<file path="config.mk">
export PLATFORM = sky130hd
export DESIGN_NAME = id_ex_pipeline_reg
export DESIGN_NICKNAME = d
export VERILOG_FILES = /design/src/rtl/ppu_pkg.sv /design/src/rtl/sat_counter.sv /design/src/rtl/id_ex_pipeline_reg.sv
export SDC_FILE = /design/constraint.sdc
export NUM_CORES = 1
export LEC_CHECK = 0
export ABC_CLOCK_PERIOD_IN_PS = 3200
export BUFFER_PORTS_ARGS = -buffer_cell sky130_fd_sc_hd__buf_2
export CAP_MARGIN = 25
export CELL_PAD_IN_SITES_DETAIL_PLACEMENT = 1
export CELL_PAD_IN_SITES_GLOBAL_PLACEMENT = 1
export CORE_UTILIZATION = 35
export DETAILED_ROUTE_END_ITERATION = 8
export GPL_TIMING_DRIVEN = 1
export HOLD_SLACK_MARGIN = 0.12
export PLACE_DENSITY_LB_ADDON = 0.1
export RECOVER_POWER = 25
export SYNTH_ARGS = -nofsm -noshare
export SYNTH_HDL_FRONTEND = slang
export SYNTH_SLANG_ARGS = --single-unit
</file>
<file path="constraint.sdc">
create_clock -name clk -period 3.2 [get_ports clk]
set_clock_uncertainty 0.15 [all_clocks]
set_input_delay 0.32 -clock clk [delete_from_list [all_inputs] [get_ports clk]]
set_output_delay 0.32 -clock clk [all_outputs]
set_load 0.02 [all_outputs]
</file>
<file path="src/rtl/ppu_pkg.sv">
// Shared PPU definitions: second-operand select encodings, ALU op width and
// the control pattern that marks an ID/EX slot as a bubble.
package ppu_pkg;

  typedef enum logic [2:0] {
    SEL_PB    = 3'd0,
    SEL_IMM_I = 3'd1,
    SEL_IMM_S = 3'd2,
    SEL_IMM_U = 3'd3,
    SEL_PC    = 3'd4,
    SEL_ZERO  = 3'd5
  } s2_sel_e;

  localparam int ALU_OP_W = 4;
  localparam logic [ALU_OP_W-1:0] ALU_NOP = '0;

  typedef struct packed {
    logic                valid;
    logic                rf_enable;
    logic                mem_load;
    logic                mem_write;
    logic                mem_se;
    logic [1:0]          mem_size;
    logic [ALU_OP_W-1:0] alu_op;
    logic [4:0]          rd;
    logic [2:0]          s2;
  } ctrl_t;

  // A bubble writes nothing, touches no memory and drives a zero second operand.
  localparam ctrl_t BUBBLE_CTRL = '{
    valid:     1'b0,
    rf_enable: 1'b0,
    mem_load:  1'b0,
    mem_write: 1'b0,
    mem_se:    1'b0,
    mem_size:  2'd0,
    alu_op:    ALU_NOP,
    rd:        5'd0,
    s2:        SEL_ZERO
  };

endpackage

</file>
<file path="src/rtl/sat_counter.sv">
// Saturating up-counter with synchronous clear and hold; never wraps.
module sat_counter #(
  parameter int CNT_W = 16
) (
  input  logic             clk,
  input  logic             reset,
  input  logic             inc,
  input  logic             hold,
  output logic [CNT_W-1:0] count
);

  // NOTE: sequential state is written with <= only, so every always_ff reads
  // the pre-edge value of its own registers regardless of evaluation order.
  always_ff @(posedge clk) begin
    if (reset) begin
      count <= '0;
    end else if (!hold && inc && (count != {CNT_W{1'b1}})) begin
      count <= count + 1'b1;
    end
  end

endmodule

</file>
<file path="src/rtl/id_ex_pipeline_reg.sv">
// ID/EX pipeline register: registers decoded operands, raw immediates and
// control, with stall (hold), flush (bubble) and a saturating bubble counter.
module id_ex_pipeline_reg
  import ppu_pkg::*;
#(
  parameter int XLEN  = 32,
  parameter int CNT_W = 16
) (
  input  logic             clk,
  input  logic             reset,
  input  logic             stall,
  input  logic             flush,
  input  logic             id_valid,
  input  logic [XLEN-1:0]  id_PA,
  input  logic [XLEN-1:0]  id_PB,
  input  logic [XLEN-1:0]  id_PC,
  input  logic [11:0]      id_imm12_I,
  input  logic [11:0]      id_imm12_S,
  input  logic [19:0]      id_imm20,
  input  logic [2:0]       id_S2,
  input  logic [3:0]       id_ALU_op,
  input  logic [4:0]       id_rd,
  input  logic             id_RF_enable,
  input  logic             id_mem_load,
  input  logic             id_mem_write,
  input  logic             id_mem_se,
  input  logic [1:0]       id_mem_size,
  output logic             ex_valid,
  output logic [XLEN-1:0]  ex_PA,
  output logic [XLEN-1:0]  ex_PB,
  output logic [XLEN-1:0]  ex_PC,
  output logic [11:0]      ex_imm12_I,
  output logic [11:0]      ex_imm12_S,
  output logic [19:0]      ex_imm20,
  output logic [2:0]       ex_S2,
  output logic [3:0]       ex_ALU_op,
  output logic [4:0]       ex_rd,
  output logic             ex_RF_enable,
  output logic             ex_mem_load,
  output logic             ex_mem_write,
  output logic             ex_mem_se,
  output logic [1:0]       ex_mem_size,
  output logic [CNT_W-1:0] bubble_count
);

  ctrl_t ex_ctrl;

  // Bubbles that count: flush, or an empty decode slot that is not stalled.
  logic load_bubble;
  logic holding;

  assign load_bubble = flush || (!stall && !id_valid);
  assign holding     = stall && !flush;

  always_ff @(posedge clk) begin
    if (reset || load_bubble) begin
      ex_ctrl    <= BUBBLE_CTRL;
      ex_PA      <= '0;
      ex_PB      <= '0;
      ex_PC      <= '0;
      ex_imm12_I <= '0;
      ex_imm12_S <= '0;
      ex_imm20   <= '0;
    end else if (!stall) begin
      ex_ctrl    <= '{
        valid:     1'b1,
        rf_enable: id_RF_enable,
        mem_load:  id_mem_load,
        mem_write: id_mem_write,
        mem_se:    id_mem_se,
        mem_size:  id_mem_size,
        alu_op:    id_ALU_op,
        rd:        id_rd,
        s2:        id_S2
      };
      ex_PA      <= id_PA;
      ex_PB      <= id_PB;
      ex_PC      <= id_PC;
      ex_imm12_I <= id_imm12_I;
      ex_imm12_S <= id_imm12_S;
      ex_imm20   <= id_imm20;
    end
  end

  assign ex_valid     = ex_ctrl.valid;
  assign ex_RF_enable = ex_ctrl.rf_enable;
  assign ex_mem_load  = ex_ctrl.mem_load;
  assign ex_mem_write = ex_ctrl.mem_write;
  assign ex_mem_se    = ex_ctrl.mem_se;
  assign ex_mem_size  = ex_ctrl.mem_size;
  assign ex_ALU_op    = ex_ctrl.alu_op;
  assign ex_rd        = ex_ctrl.rd;
  assign ex_S2        = ex_ctrl.s2;

  // Reset-loaded bubbles are not counted: the counter's own clear wins.
  sat_counter #(.CNT_W(CNT_W)) u_bubble_cnt (
    .clk   (clk),
    .reset (reset),
    .inc   (load_bubble),
    .hold  (holding),
    .count (bubble_count)
  );

endmodule

</file>
==> results.md <==
* Internal power at slightly below 4 mW
* Initial antenna violation count at 0
* Clk slew on worst S/H paths at roughly 0.06 ns
* Total power at a little over 5 mW
* Sw Pwr at 1.22 mW
* Avg WL per Cell at ~18 um
* First-pass GRT wire length at around 37000 um
* Num ports at about 340
* Post-Syn Instances at roughly 610
* Reg2reg end: u_bubble_cnt.count[5]
* Worst hold path depth at 4
* Setup TNS at 0 ns
* Layout area overhead at 63.0%
* Die area at about 19000 sq um
* Max H-tree Level at 4
* FF-to-FF setup slack at 1.12 ns
* Clock Power Share at 0.434
* Max Clk Rate at around 480 MHz
* Placed Cells at 1142
* Worst Reg-to-Reg Cells at 4
* Flops & latches, synth at 175
* Post-Syn Nets at ~780
* Clock Tree Root: clkbuf_16
* Skew-Pair Late Insertion Delay at 0.41 ns
* Worst vdd ir at 367 uV
* Row cnt at 48
* Port bufs at 337
* Sequential fraction of the synthesis area at 0.552
* CP Capture Type: register
* Layout cells sized above 1 at 0.263
* Max_slew headroom at 0.460
* Die X-Extent at roughly 140 um
* WL final at approximately 24000 um
* Leading cell type in the layout, fill and taps excluded: buf_2
* Hold path start: flush
* Crit path largest cell delay at roughly 0.6 ns
* Fin nets at between 1000 and 1500
* WP data arrival at 2.23 ns
* Fillcell total at roughly 2000
* Worst-Margin Slew at just over 0.8 ns
* Drt via density at between 4 and 5
* CP max stage cell: nor3_1
* Unrepaired setup endpoints after global routing: false
* Synth Flop Type: dfxtp_1
* Unique cell type count in the Yosys netlist at 32
* Most area-consuming cells after synthesis: dfxtp_1 (55%), mux2i_1 (25%), nor2_1 (9.7%)
* Pwr dens at roughly 500 nW/um^2
* Commonest cells after routing, fill and taps aside: buf_2 (249), dfxtp_1 (175), nor2_1 (164)
* Startpoint types: register
* Worst Path Required at 3.35 ns
* Post-Layout Cell Count at approximately 1300
* CTS tree: built
* Syn Std Cell Area at between 6000 and 7000 sq um
* HPWL Detailed at approximately 15000 um
* Final ANT Viol Nets at 0
* Gp weighted congestion at just under 0.8
* Share of the synthesized area in the top cell type at 0.552
* GR Overflow Total at 0
* CTS sink cnt at about 180
* Vias in the first global route at 7053
* Largest net degree at the start of global routing at 79
* Worst r2r src: u_bubble_cnt.count[8]
* Sw Share at 0.235
* Max cap viols at 0
* Final period util at 0.651
* DR pass1 iterations at 4
* Ys async rst share at 0
* Crit path cell chain: nand4_1 -> nor3_1 -> a21oi_1 -> mux2_2
* Slew Limit Fails at 0
* Yosys warns at 0
* Pleak at about 4.9 nW
* Final hold vios at 0
* Setup CP Type: reg -> reg
* Die H at about 140 um
* Num CTS Buffers at 17
* Maximum clock insertion buffer count at 2
* Setup violations, final at 0
* Min Hold Slack at around 0.16 ns
* DRC errors left at 0
* Worst Path Max Fanout at 8
* Starting Density at 0.362
* Worst min-delay path class: in -> reg
* Status: completed
* Hold Path Sink: ex_S2[0]
* Combinational share of power at 0.128
* EDFF count, synth at 0
* Mapped Avg Cell Area at slightly above 10 sq um
* Core area at between 15000 and 20000 sq um
* Total track usage at 0.257
* Yosys top cell by area: dfxtp_1
* Via count at 6364
* Final critical-path required period at ~2.1 ns
* Initial DRC count at roughly 210
* Flop pwr share at 0.438
-- sequential cells by signal, indices dropped and copies added, names as in the netlist, 2 cells and up --
| signal | flops |
|---|---|
| ex_imm12_S | 12 |
| ex_rd | 5 |
| ex_imm20 | 20 |
| u_bubble_cnt.count | 16 |
| ex_S2 | 3 |
| ex_PB | 32 |
| ex_mem_size | 2 |
| ex_PA | 32 |
| ex_ALU_op | 4 |
| ex_imm12_I | 12 |
| ex_PC | 32 |
-- area by class of cell --
cell class	instances	area (sq um)	area share
flip-flops and latches	175	3500	0.338
repair buffers	499	3220	0.311
multi-input cells	399	2690	0.260
clock buffers	23	488	0.0471
well taps	225	282	0.0272
clock inverters	9	155	0.0150
inverters	2	7.51	0.000725
diodes	1	2.50	0.000242
-- worst max-delay path, delay by kind of cell, from the launching register on --
kind / cells / cell delay [ns]
AO/OA/AOI/OAI: 1 / 0.18
AND/OR/NAND/NOR: 2 / 0.90
multiplexers: 1 / 0.29
flip-flops: 1 / 0.44
-- metal layers --
| layer | track usage | wire (um) |
|---|---|---|
| met3 | 0.0659 | 1400 |
| met2 | 0.499 | 13300 |
| met5 | 0 | 0 |
| met4 | 0.127 | 914 |
| met1 | 0.248 | 8850 |
-- timing repair --
item	in CTS	in global routing
hold buffers	158	0
hold endpoints to repair	158	0
gates resized for setup	0	0
setup buffers	0	0
-- metrics by stage --
step           instance area, sq um  setup slack (ns)  utilization
2_1_floorplan                  6350              1.26            -
3_3_place_gp                   8240             0.967        0.470
3_5_place_dp                   8240             0.890        0.470
4_1_cts                       10500              1.11        0.597
5_1_grt                       10400             0.860        0.590
6_report                      10400              1.12        0.590
-- worst max-delay path by stage --
stage	start	depth (start not counted)	slack (ns)	to
after detailed placement	stall	5	0.89	ex_PA[2]
final	u_bubble_cnt.count[8]	4	1.12	u_bubble_cnt.count[5]
after floorplan	u_bubble_cnt.count[0]	5	1.26	u_bubble_cnt.count[10]
after global placement	stall	5	0.97	ex_PB[11]
after CTS	u_bubble_cnt.count[8]	4	1.11	u_bubble_cnt.count[5]
after global routing	u_bubble_cnt.count[8]	4	0.86	u_bubble_cnt.count[7]
-- logic make-up (layout without fill, tap and decap cells) --
group,count (synthesis),count (layout),synth area share
multiplexers,162,162,0.256
buffers and inverters,39,533,0.0256
AND/OR/NAND/NOR,210,210,0.137
AO/OA/AOI/OAI,26,26,0.0278
adder cells (fa/ha/maj),1,1,0.00197
flip-flops,175,175,0.552
other,0,1,0
-- cells in the mapped netlist, types with 3 or more instances --
library cell and count:
dfxtp_1 175, nor2_1 164, mux2i_1 159, clkbuf_1 27, nand2_1 13, a21oi_1 12
buf_2 7, nand4_1 6, o31ai_1 5, or4_1 5, nand3_1 4, nor3_1 4
mux2_2 3, nor2b_1 3, o21ai_0 3, or3_1 3
-- power groups by stage --
stage                     combinational [mW]  clock (mW)  sequential, mW
after CTS                              0.656        2.28            2.27
after floorplan                        0.218           0            2.39
after global routing                   0.708        2.39            2.28
after detailed placement               0.499           0            2.32
after global placement                 0.483           0            2.31
final                                  0.664        2.25            2.27
No activity file was read; power rests on OpenSTA's default activity.
